**config.mk**
```make
export PLATFORM = sky130hd
export DESIGN_NAME = uart_host_sequencer_flat
export DESIGN_NICKNAME = d
export VERILOG_FILES = /design/src/rtl/uart_host_pkg.sv /design/src/rtl/uart_host_sequencer_if.sv /design/src/rtl/uart_bus_master.sv /design/src/rtl/uart_host_sequencer.sv /design/src/flat_wrapper.sv
export SDC_FILE = /design/constraint.sdc
export NUM_CORES = 1
export LEC_CHECK = 0
export ABC_AREA = 1
export BUFFER_PORTS_ARGS = -buffer_cell sky130_fd_sc_hd__buf_2
export CORE_MARGIN = 2
export CORE_UTILIZATION = 28
export DETAILED_ROUTE_END_ITERATION = 7
export GPL_TIMING_DRIVEN = 0
export SLEW_MARGIN = 10
export SYNTH_ARGS = -nofsm -noshare
export SYNTH_HDL_FRONTEND = slang
export SYNTH_HIERARCHICAL = 1
export SYNTH_SLANG_ARGS = --single-unit
```
**constraint.sdc**
```tcl
create_clock -name CLK -period 4.9 [get_ports CLK]
set_input_delay 0.98 -clock CLK [delete_from_list [all_inputs] [get_ports CLK]]
set_output_delay 0.98 -clock CLK [all_outputs]
set_load 0.02 [all_outputs]
```
**src/rtl/uart_host_pkg.sv**
```systemverilog
// Shared types and register map for the UART host sequencer and its bus engine.
package uart_host_pkg;

  typedef enum logic [3:0] {
    StInitStop,
    StInitBaud,
    StInitRun,
    StInitMask,
    StIdle,
    StRdStat,
    StRdData,
    StGrant,
    StWrData,
    StWrGo,
    StWrRun
  } seq_state_t;

  localparam logic [1:0] REG_STATUS = 2'd0;
  localparam logic [1:0] REG_INT    = 2'd1;
  localparam logic [1:0] REG_DATA   = 2'd2;
  localparam logic [1:0] REG_BAUD   = 2'd3;

  // Status bit positions; RUN/GO on write, RUN/RXRDY/TXFULL/TXBUSY on read.
  localparam int unsigned ST_RUN    = 0;
  localparam int unsigned ST_GO     = 1;
  localparam int unsigned ST_RXRDY  = 1;
  localparam int unsigned ST_TXFULL = 2;
  localparam int unsigned ST_TXBUSY = 3;

endpackage

```
**src/rtl/uart_host_sequencer_if.sv**
```systemverilog
// UART peripheral CPU-port signals; master = sequencer side, slave = UART side.
interface uart_host_sequencer_if;
  logic [1:0] ADDR;
  logic       NCS;
  logic       NO;
  logic       NW;
  logic [7:0] DATA_OUT;
  logic       DATA_OE;
  logic [7:0] DATA_IN;
  logic       NINT;

  modport master (
    output ADDR, NCS, NO, NW, DATA_OUT, DATA_OE,
    input  DATA_IN, NINT
  );

  modport slave (
    input  ADDR, NCS, NO, NW, DATA_OUT, DATA_OE,
    output DATA_IN, NINT
  );
endinterface

```
**src/rtl/uart_bus_master.sv**
```systemverilog
// Two-cycle UART register access engine: one strobe cycle, then one all-high turnaround.
module uart_bus_master (
  input  logic       CLK,
  input  logic       RESET,
  input  logic       start,
  input  logic       wr,
  input  logic [1:0] addr,
  input  logic [7:0] wdata,
  output logic       done,
  output logic [7:0] rdata,
  uart_host_sequencer_if.master bus
);

  logic       turn_q;
  logic [7:0] rdata_q;
  logic       access;

  // start is held for the whole op; turn_q toggles access -> turnaround -> next access.
  always_ff @(posedge CLK) begin
    if (RESET) begin
      turn_q  <= 1'b0;
      rdata_q <= 8'h00;
    end else if (start) begin
      turn_q <= ~turn_q;
      if (!turn_q && !wr) begin
        rdata_q <= bus.DATA_IN;
      end
    end else begin
      turn_q <= 1'b0;
    end
  end

  always_comb begin
    access       = start & ~turn_q;
    bus.ADDR     = access ? addr : 2'd0;
    bus.NCS      = ~access;
    bus.NW       = ~(access & wr);
    bus.NO       = ~(access & ~wr);
    bus.DATA_OE  = access & wr;
    bus.DATA_OUT = (access & wr) ? wdata : 8'h00;
    done         = start & turn_q;
    rdata        = rdata_q;
  end

endmodule

```
**src/rtl/uart_host_sequencer.sv**
```systemverilog
// UART host sequencer: init sequence, round-robin TX arbitration with GO bursts, RX draining.
module uart_host_sequencer
  import uart_host_pkg::*;
#(
  parameter logic [7:0]  BAUD_DIV      = 8'h0C,
  parameter logic [7:0]  INT_MASK      = 8'h02,
  parameter int unsigned BURST_MAX     = 16,
  parameter int unsigned POLL_INTERVAL = 64
) (
  input  logic        CLK,
  input  logic        RESET,
  input  logic [1:0]  req_valid,
  input  logic [15:0] req_data,
  input  logic [1:0]  req_last,
  output logic [1:0]  req_ready,
  output logic [7:0]  rx_data,
  output logic        rx_valid,
  input  logic        rx_ready,
  output logic        busy,
  uart_host_sequencer_if.master bus
);

  localparam int unsigned CntW  = $clog2(BURST_MAX + 1);
  localparam int unsigned PollW = $clog2(POLL_INTERVAL + 1);
  localparam logic [CntW-1:0]  CntMax   = CntW'(BURST_MAX);
  localparam logic [PollW-1:0] PollLoad = PollW'(POLL_INTERVAL);
  localparam logic [7:0] StRunOnly = 8'b1 << ST_RUN;
  localparam logic [7:0] StRunGo   = (8'b1 << ST_RUN) | (8'b1 << ST_GO);

  seq_state_t       state_q, state_d;
  logic             rr_q, rr_d, lock_q, lock_d, owner_q, owner_d;
  logic             go_pend_q, go_pend_d, rx_valid_q, rx_valid_d;
  logic [CntW-1:0]  count_q, count_d;
  logic [PollW-1:0] poll_q, poll_d;
  logic [7:0]       wdata_q, wdata_d, rx_data_q, rx_data_d;

  logic       op_start, op_wr, op_done, win, tx_want, go_ready;
  logic [1:0] op_addr;
  logic [7:0] op_wdata, op_rdata;

  // RESET gates the strobe so the bus idles while reset is held.
  uart_bus_master u_bus (
    .CLK   (CLK),
    .RESET (RESET),
    .start (op_start & ~RESET),
    .wr    (op_wr),
    .addr  (op_addr),
    .wdata (op_wdata),
    .done  (op_done),
    .rdata (op_rdata),
    .bus   (bus)
  );

  always_comb begin
    if (lock_q)          win = owner_q;
    else if (&req_valid) win = rr_q;
    else                 win = req_valid[1];
    tx_want  = (lock_q ? req_valid[owner_q] : |req_valid) && (count_q < CntMax) && !go_pend_q;
    go_ready = (count_q != '0) && (go_pend_q || count_q == CntMax);
  end

  always_comb begin
    state_d    = state_q;
    rr_d       = rr_q;
    lock_d     = lock_q;
    owner_d    = owner_q;
    go_pend_d  = go_pend_q;
    count_d    = count_q;
    poll_d     = poll_q;
    wdata_d    = wdata_q;
    rx_data_d  = rx_data_q;
    rx_valid_d = rx_ready ? 1'b0 : rx_valid_q;
    op_start   = 1'b0;
    op_wr      = 1'b1;
    op_addr    = REG_STATUS;
    op_wdata   = 8'h00;
    req_ready  = 2'b00;
    if (state_q == StIdle && poll_q != '0) poll_d = poll_q - PollW'(1);

    unique case (state_q)
      StInitStop: begin
        op_start = 1'b1;
        if (op_done) state_d = StInitBaud;
      end
      StInitBaud: begin
        op_start = 1'b1;
        op_addr  = REG_BAUD;
        op_wdata = BAUD_DIV;
        if (op_done) state_d = StInitRun;
      end
      StInitRun: begin
        op_start = 1'b1;
        op_wdata = StRunOnly;
        if (op_done) state_d = StInitMask;
      end
      StInitMask: begin
        op_start = 1'b1;
        op_addr  = REG_INT;
        op_wdata = INT_MASK;
        if (op_done) state_d = StIdle;
      end
      StIdle: begin
        // NINT is ignored while a byte is parked so GO traffic is not starved.
        if ((!bus.NINT && !rx_valid_q) || poll_q == '0) state_d = StRdStat;
        else if (go_ready)                              state_d = StWrGo;
        else if (tx_want)                               state_d = StRdStat;
      end
      StRdStat: begin
        op_start = 1'b1;
        op_wr    = 1'b0;
        if (op_done) begin
          poll_d = PollLoad;
          if (op_rdata[ST_RXRDY] && !rx_valid_q) begin
            state_d = StRdData;
          end else if (tx_want && !op_rdata[ST_TXFULL] && !op_rdata[ST_TXBUSY]) begin
            state_d = StGrant;
          end else begin
            // A stalled burst is flushed once a full poll interval passes with no bytes.
            if (poll_q == '0 && count_q != '0) go_pend_d = 1'b1;
            state_d = StIdle;
          end
        end
      end
      StRdData: begin
        op_start = 1'b1;
        op_wr    = 1'b0;
        op_addr  = REG_DATA;
        if (op_done) begin
          rx_data_d  = op_rdata;
          rx_valid_d = 1'b1;
          state_d    = StIdle;
        end
      end
      StGrant: begin
        if (req_valid[win]) begin
          req_ready[win] = 1'b1;
          wdata_d = win ? req_data[15:8] : req_data[7:0];
          count_d = count_q + CntW'(1);
          lock_d  = 1'b1;
          owner_d = win;
          rr_d    = ~win;
          if (req_last[win]) go_pend_d = 1'b1;
          state_d = StWrData;
        end else begin
          state_d = StIdle;
        end
      end
      StWrData: begin
        op_start = 1'b1;
        op_addr  = REG_DATA;
        op_wdata = wdata_q;
        if (op_done) state_d = StIdle;
      end
      StWrGo: begin
        op_start = 1'b1;
        op_wdata = StRunGo;
        if (op_done) state_d = StWrRun;
      end
      StWrRun: begin
        op_start = 1'b1;
        op_wdata = StRunOnly;
        if (op_done) begin
          count_d   = '0;
          lock_d    = 1'b0;
          go_pend_d = 1'b0;
          state_d   = StIdle;
        end
      end
      default: state_d = StIdle;
    endcase
  end

  always_ff @(posedge CLK) begin
    if (RESET) begin
      state_q    <= StInitStop;
      rr_q       <= 1'b0;
      lock_q     <= 1'b0;
      owner_q    <= 1'b0;
      go_pend_q  <= 1'b0;
      count_q    <= '0;
      poll_q     <= PollLoad;
      wdata_q    <= 8'h00;
      rx_data_q  <= 8'h00;
      rx_valid_q <= 1'b0;
    end else begin
      state_q    <= state_d;
      rr_q       <= rr_d;
      lock_q     <= lock_d;
      owner_q    <= owner_d;
      go_pend_q  <= go_pend_d;
      count_q    <= count_d;
      poll_q     <= poll_d;
      wdata_q    <= wdata_d;
      rx_data_q  <= rx_data_d;
      rx_valid_q <= rx_valid_d;
    end
  end

  assign rx_data  = rx_data_q;
  assign rx_valid = rx_valid_q;
  assign busy     = (state_q != StIdle);

endmodule

```
**src/flat_wrapper.sv**
```systemverilog
// flat-port wrapper written by rule: the top's interface ports become plain ports
module uart_host_sequencer_flat import uart_host_pkg::*;
#(
  parameter logic [7:0]  BAUD_DIV      = 8'h0C,
  parameter logic [7:0]  INT_MASK      = 8'h02,
  parameter int unsigned BURST_MAX     = 16,
  parameter int unsigned POLL_INTERVAL = 64
)
  (CLK, RESET, req_valid, req_data, req_last, req_ready, rx_data, rx_valid, rx_ready, busy, bus_ADDR, bus_NCS, bus_NO, bus_NW, bus_DATA_OUT, bus_DATA_OE, bus_DATA_IN, bus_NINT);
  uart_host_sequencer_if bus_i ();
  input  logic CLK;
  input  logic RESET;
  input  logic [1:0] req_valid;
  input  logic [15:0] req_data;
  input  logic [1:0] req_last;
  output logic [1:0] req_ready;
  output logic [7:0] rx_data;
  output logic rx_valid;
  input  logic rx_ready;
  output logic busy;
  output wire logic [$bits(bus_i.ADDR)-1:0] bus_ADDR;
  output wire logic [$bits(bus_i.NCS)-1:0] bus_NCS;
  output wire logic [$bits(bus_i.NO)-1:0] bus_NO;
  output wire logic [$bits(bus_i.NW)-1:0] bus_NW;
  output wire logic [$bits(bus_i.DATA_OUT)-1:0] bus_DATA_OUT;
  output wire logic [$bits(bus_i.DATA_OE)-1:0] bus_DATA_OE;
  input wire logic [$bits(bus_i.DATA_IN)-1:0] bus_DATA_IN;
  input wire logic [$bits(bus_i.NINT)-1:0] bus_NINT;
  assign bus_ADDR = bus_i.ADDR;
  assign bus_NCS = bus_i.NCS;
  assign bus_NO = bus_i.NO;
  assign bus_NW = bus_i.NW;
  assign bus_DATA_OUT = bus_i.DATA_OUT;
  assign bus_DATA_OE = bus_i.DATA_OE;
  assign bus_i.DATA_IN = bus_DATA_IN;
  assign bus_i.NINT = bus_NINT;
  uart_host_sequencer #(.BAUD_DIV(BAUD_DIV), .INT_MASK(INT_MASK), .BURST_MAX(BURST_MAX), .POLL_INTERVAL(POLL_INTERVAL)) u_core (.CLK(CLK), .RESET(RESET), .req_valid(req_valid), .req_data(req_data), .req_last(req_last), .req_ready(req_ready), .rx_data(rx_data), .rx_valid(rx_valid), .rx_ready(rx_ready), .busy(busy), .bus(bus_i));
endmodule
```
# Yosys cells after proc, flatten, opt, wreduce, memory -nomap -nowiden
# Index checks and enable logic that the tools add are counted.
dict set report totals {
  latchBits 0
  memories 0
  register_bits 46
  input_bits 32
  romBits 0
  word_cells 146
  mem_bits_rw 0
}
dict set report op_classes {
  n_reduce_logical 39
  bitwise 12
  multipliers 0
  order_cmp 4
  n_addsub 2
  shifts 0
  n_mux 52
  div 0
  eq_ne 25
}
# operator n
set op_table {}
lappend op_table {{$mux W4} 11}
lappend op_table {{$pmux W8 S5} 1}
lappend op_table {{$pmux W4 S8} 1}
lappend op_table {{$mux W1} 23}
lappend op_table {{$mux W7} 3}
lappend op_table {{$ne A2 B1 Y1 const B} 10}
lappend op_table {{$eq A4 B3 Y1 const B} 4}
lappend op_table {{$mux W8} 2}
lappend op_table {{$eq A4 B4 Y1 const B} 3}
lappend op_table {{$logic_and A1 B1 Y1} 11}
lappend op_table {{$mux W5} 2}
lappend op_table {{$pmux W5 S2} 1}
lappend op_table {{$reduce_or A2 Y1} 5}
lappend op_table {{$reduce_or A9 Y1} 1}
lappend op_table {{$eq A4 B2 Y1 const B} 2}
lappend op_table {{$mux W2} 4}
lappend op_table {{$reduce_and A2 Y1} 4}
lappend op_table {{$reduce_and A8 Y1} 1}
lappend op_table {{$logic_not A7 Y1} 1}
lappend op_table {{$not A1 Y1} 7}
lappend op_table {{$reduce_and A7 Y1} 1}
lappend op_table {{$reduce_bool A7 Y1} 1}
lappend op_table {{$sub A7 B1 Y7 const B} 1}
lappend op_table {{$logic_not A1 Y1} 6}
lappend op_table {{other kinds (21)} 28}

# Longest topological paths before layout
dict set report depth {
  word_depth 11
  ltp_mapped 16
  ltp_nobuf 14
}

# Hierarchy
# Netlist, hierarchy kept.
# module instances area_per_inst_um2 cells_per_inst
set by_module_without_submodules {}
lappend by_module_without_submodules {uart_host_sequencer 1 2034.5 322}
lappend by_module_without_submodules {uart_bus_master 1 513.0 83}

# Least setup slack after synthesis
# No wires, ideal clock.
dict set report synth_path {
  path_kind {input to output}
  start {input RESET}
  end {output bus_DATA_OUT[0]}
  stages 8
  path_slack_ps 1689
  arrival_time_ps 2231
  cell_sequence {clkbuf_1 clkbuf_1 nor2_1 buf_6 inv_1 nor2_2 nand2_2 nor2_1}
}
dict set report synth_between {
  elab_chain_cells 5
}
# item line_no
set synth_lines {}
lappend synth_lines {{start: declaration} flat_wrapper.sv:12} ;# input logic RESET;
lappend synth_lines {{$not A1 Y1} uart_host_sequencer.sv:45} ;# .start (op_start & ~RESET),
lappend synth_lines {{$and A1 B1 Y1} uart_host_sequencer.sv:45}
lappend synth_lines {{$and A1 B1 Y1} uart_bus_master.sv:34} ;# access = start & ~turn_q;
lappend synth_lines {{$and A1 B1 Y1} uart_bus_master.sv:40} ;# bus.DATA_OUT = (access & wr) ? wdata : 8'h00;
lappend synth_lines {{$mux W8} uart_bus_master.sv:40}
lappend synth_lines {{end: declaration} flat_wrapper.sv:25} ;# output wire logic [$bits(bus_i.DATA_OUT)-1:0] bus_DATA_OUT;
# No other way between the ends.

# Final worst setup path
# Ends and elaborated chain as after synthesis.

==> metrics.md <==
| Metric | Value |
|---|---|
| Initial DRC count | `between 90 and 100` |
| P_sw | `between 400 and 500 uW` |
| Die Y | `about 100 um` |
| Final hold vios | `0` |
| Top post-synthesis cells by area | `dfxtp_1 (36%), nand2_1 (16%), inv_1 (9.3%), nor2_1 (8.8%), nand3_1 (6.7%)` |
| Setup WS pre-CTS | `approximately 1.2 ns` |
| RSZ-0062 raised after global routing | `no` |
| GP Congestion | `0.864` |
| Period Utilization, post-route | `0.750` |
| Row cnt | `34` |
| CTS Buf Count | `5` |
| Yosys cell types | `27` |
| Initial core utilization | `0.291` |
| Final std cells w/o fill | `about 580` |
| Max-slew headroom | `0.567` |
| IO Count | `slightly below 60` |
| Clock network power share | `0.201` |
| Async SR Flop Fraction | `0` |
| Worst EP required | `roughly 3.9 ns` |
| Yosys top cell area share | `0.361` |
| Number of gates resized after CTS | `0` |
| CTS Sinks | `46` |
| Mapped cell area | `approximately 2500 sq um` |
| Status | `complete, no violations` |
| Internal power | `around 680 uW` |
| WHS Path Cells | `2` |
| Lkg Pwr | `~1.4 nW` |
| Gr ovfl total | `0` |
| R2R cell count | `12` |
| Max FO, Critical Path | `10` |
| Startpoint types | `input port` |
| Postcts setup bufs | `0` |
| Post-synth top cells | `nand2_1 (111), inv_1 (63), nor2_1 (60), dfxtp_1 (46), nand3_1 (34)` |
| Hold Slack | `0.448 ns` |
| Synth Area per Inst | `6.29 sq um` |
| Die X | `between 90 and 100 um` |
| First-pass GRT wire length | `roughly 11000 um` |
| NumNets Final | `slightly above 500` |
| Ys Warns | `6` |
| Full die area | `just under 10000 sq um` |
| Skew-Pair Late Insertion Delay | `approximately 0.3 ns` |
| Endpoints failing setup | `0` |
| Slew @ Worst Pin | `between 0.6 and 0.7 ns` |
| Most used DFF post-synth | `dfxtp_1` |
| Via-to-Cell Ratio | `between 4 and 5` |
| Dpl cells | `570` |
| Count leader, synth | `nand2_1` |
| Sequential area share after synthesis | `0.361` |
| Max-Cap Viols | `0` |
| Post-cts hold buffer count | `0` |
| Maximum vdd drop | `~0.13 mV` |
| Pwr Density | `between 300 and 400 nW/um^2` |
| Number of port buffers | `57` |
| Number of synthesized flops with an enable pin | `0` |
| Number of routed nets with antenna violations | `0` |
| Core box area | `between 8000 and 9000 sq um` |
| Initial antenna violation count | `0` |
| HP Class | `flop to flop` |
| Clock tree from TritonCTS | `yes` |
| Avg WL per Cell | `between 10 and 15 um` |
| Clock Pin Slew Worst Setup and Hold Paths | `approximately 0.080 ns` |
| Detailed Route WL | `a little under 7000 um` |
| Critical path type | `input port to output pin` |
| Syn nets | `440` |
| Critical path arrival | `2.69 ns` |
| Setup ws final | `between 1 and 1.5 ns` |
| #FFs+latches synth | `between 40 and 50` |
| Largest net degree at the start of global routing | `15` |
| CP endpoint kind | `output pin` |
| DRT Pass-1 Iters | `4` |
| F_max | `around 0.27 GHz` |
| Number of global-route vias before repair | `between 2000 and 2500` |
| H-tree Lvls | `2` |
| Setup Skew | `0.00897 ns` |
| Root Buffer | `clkbuf_8` |
| Post-DP HPWL | `between 5000 and 6000 um` |
| Combinational power share | `0.409` |
| Switching share of power | `0.415` |
| Sum Neg Setup Slack | `0 ns` |
| Total Routing Usage GR | `0.142` |
| DR WL met2 | `approximately 3300 um` |
| Routed wl met3 | `slightly below 300 um` |
| Max Buffers Root-to-Sink | `2` |
| Residual DRC count | `0` |
| Layout area overhead | `19.9%` |
| Post-Syn Instances | `405` |
| M1 WL | `3110 um` |
| Synth area leader | `dfxtp_1` |
| Via count | `roughly 2700` |
| Pwr Total | `approximately 1.2 mW` |
| Final Max Slew Viols | `0` |
| Flop pwr share | `0.391` |
| Antenna Cells | `0` |
| Top layer in use | `met4` |
| Share of layout cells above drive strength 1 | `0.172` |
| Crit path time final | `between 3 and 4 ns` |
logic make-up (layout without fill, tap and decap cells):
kind of cell | Yosys count | in the layout | share of synthesized area
AO/OA/AOI/OAI | 60 | 60 | 0.132
XOR/XNOR | 4 | 4 | 0.0138
adder cells (fa/ha/maj) | 3 | 3 | 0.0147
buffers and inverters | 74 | 139 | 0.119
flip-flops | 46 | 46 | 0.361
AND/OR/NAND/NOR | 218 | 218 | 0.360
through the flow:
stage | util | instance area, sq um
floorplan | - | 2550
global placement | 0.339 | 2970
detailed placement | 0.339 | 2970
CTS | 0.349 | 3050
global route | 0.349 | 3050
finish | 0.349 | 3050
path summary, 6_finish.rpt:
check             slack, ns           endpoint              start
hold reg to reg        0.45   u_core/poll_q[6]   u_core/poll_q[6]
setup / recovery       1.23    bus_DATA_OUT[0]              RESET
hold / removal         0.45   u_core/poll_q[6]   u_core/poll_q[6]
setup reg to reg       2.33  u_core/rx_data[3]  u_core/state_q[0]
layout make-up:
class,instances,area (sq um)
Multi-Input combinational cell,285,1320
Clock buffer,6,72.6
Inverter,65,244
Sequential cell,46,921
Tap cell,108,135
Clock inverter,2,13.8
Fill cell,989,5710
Timing Repair Buffer,57,285
Buffer,9,58.8
registers in the layout, indices dropped and copies added (netlist names):
register	cells
u_core/u_bus/turn_q	1
u_core/rx_valid	1
u_core/poll_q	7
u_core/owner_q	1
u_core/count_q	5
u_core/rr_q	1
u_core/u_bus/rdata	8
u_core/wdata_q	8
u_core/lock_q	1
u_core/go_pend_q	1
u_core/state_q	4
u_core/rx_data	8
routing by layer:
layer  vias to the layer above  global-route usage
li1                       1406                   -
met1                      1211               0.178
met2                        58               0.246
met3                         6              0.0288
met4                         0              0.0390
met5                         -                   0
worst max-delay path, cell delays in order:
cell and delay, ns:
buf_2 0.10, clkbuf_1 0.34, clkbuf_1 0.45, nor2_1 0.13, buf_6 0.16, inv_1 0.06
nor2_2 0.04, nand2_2 0.18, nor2_1 0.08, buf_2 0.16
power by group through the flow:
stage	clock, mW	sequential [mW]	combinational, mW
3_5_place_dp	0	0.465	0.478
6_report	0.235	0.457	0.478
2_1_floorplan	0	0.456	0.368
5_1_grt	0.257	0.466	0.550
4_1_cts	0.245	0.457	0.479
3_3_place_gp	0	0.464	0.473
cell usage in the layout, fill, tap and decap left out, types with 3 or more instances in the layout:
cell      Yosys  final
inv_1        63     63
a31oi_1       9      9
buf_2         2     59
clkbuf_8      0      5
nand2_1     111    111
o211ai_1      3      3
dfxtp_1      46     46
nor2_2        3      3
xor2_1        3      3
clkbuf_1      4      5
ha_1          3      3
o21ai_0      12     12
a21oi_1      31     31
nor2_1       60     60
nand4_1       3      3
buf_6         3      3
nand3_1      34     34
(Power assumes the default switching activity.)
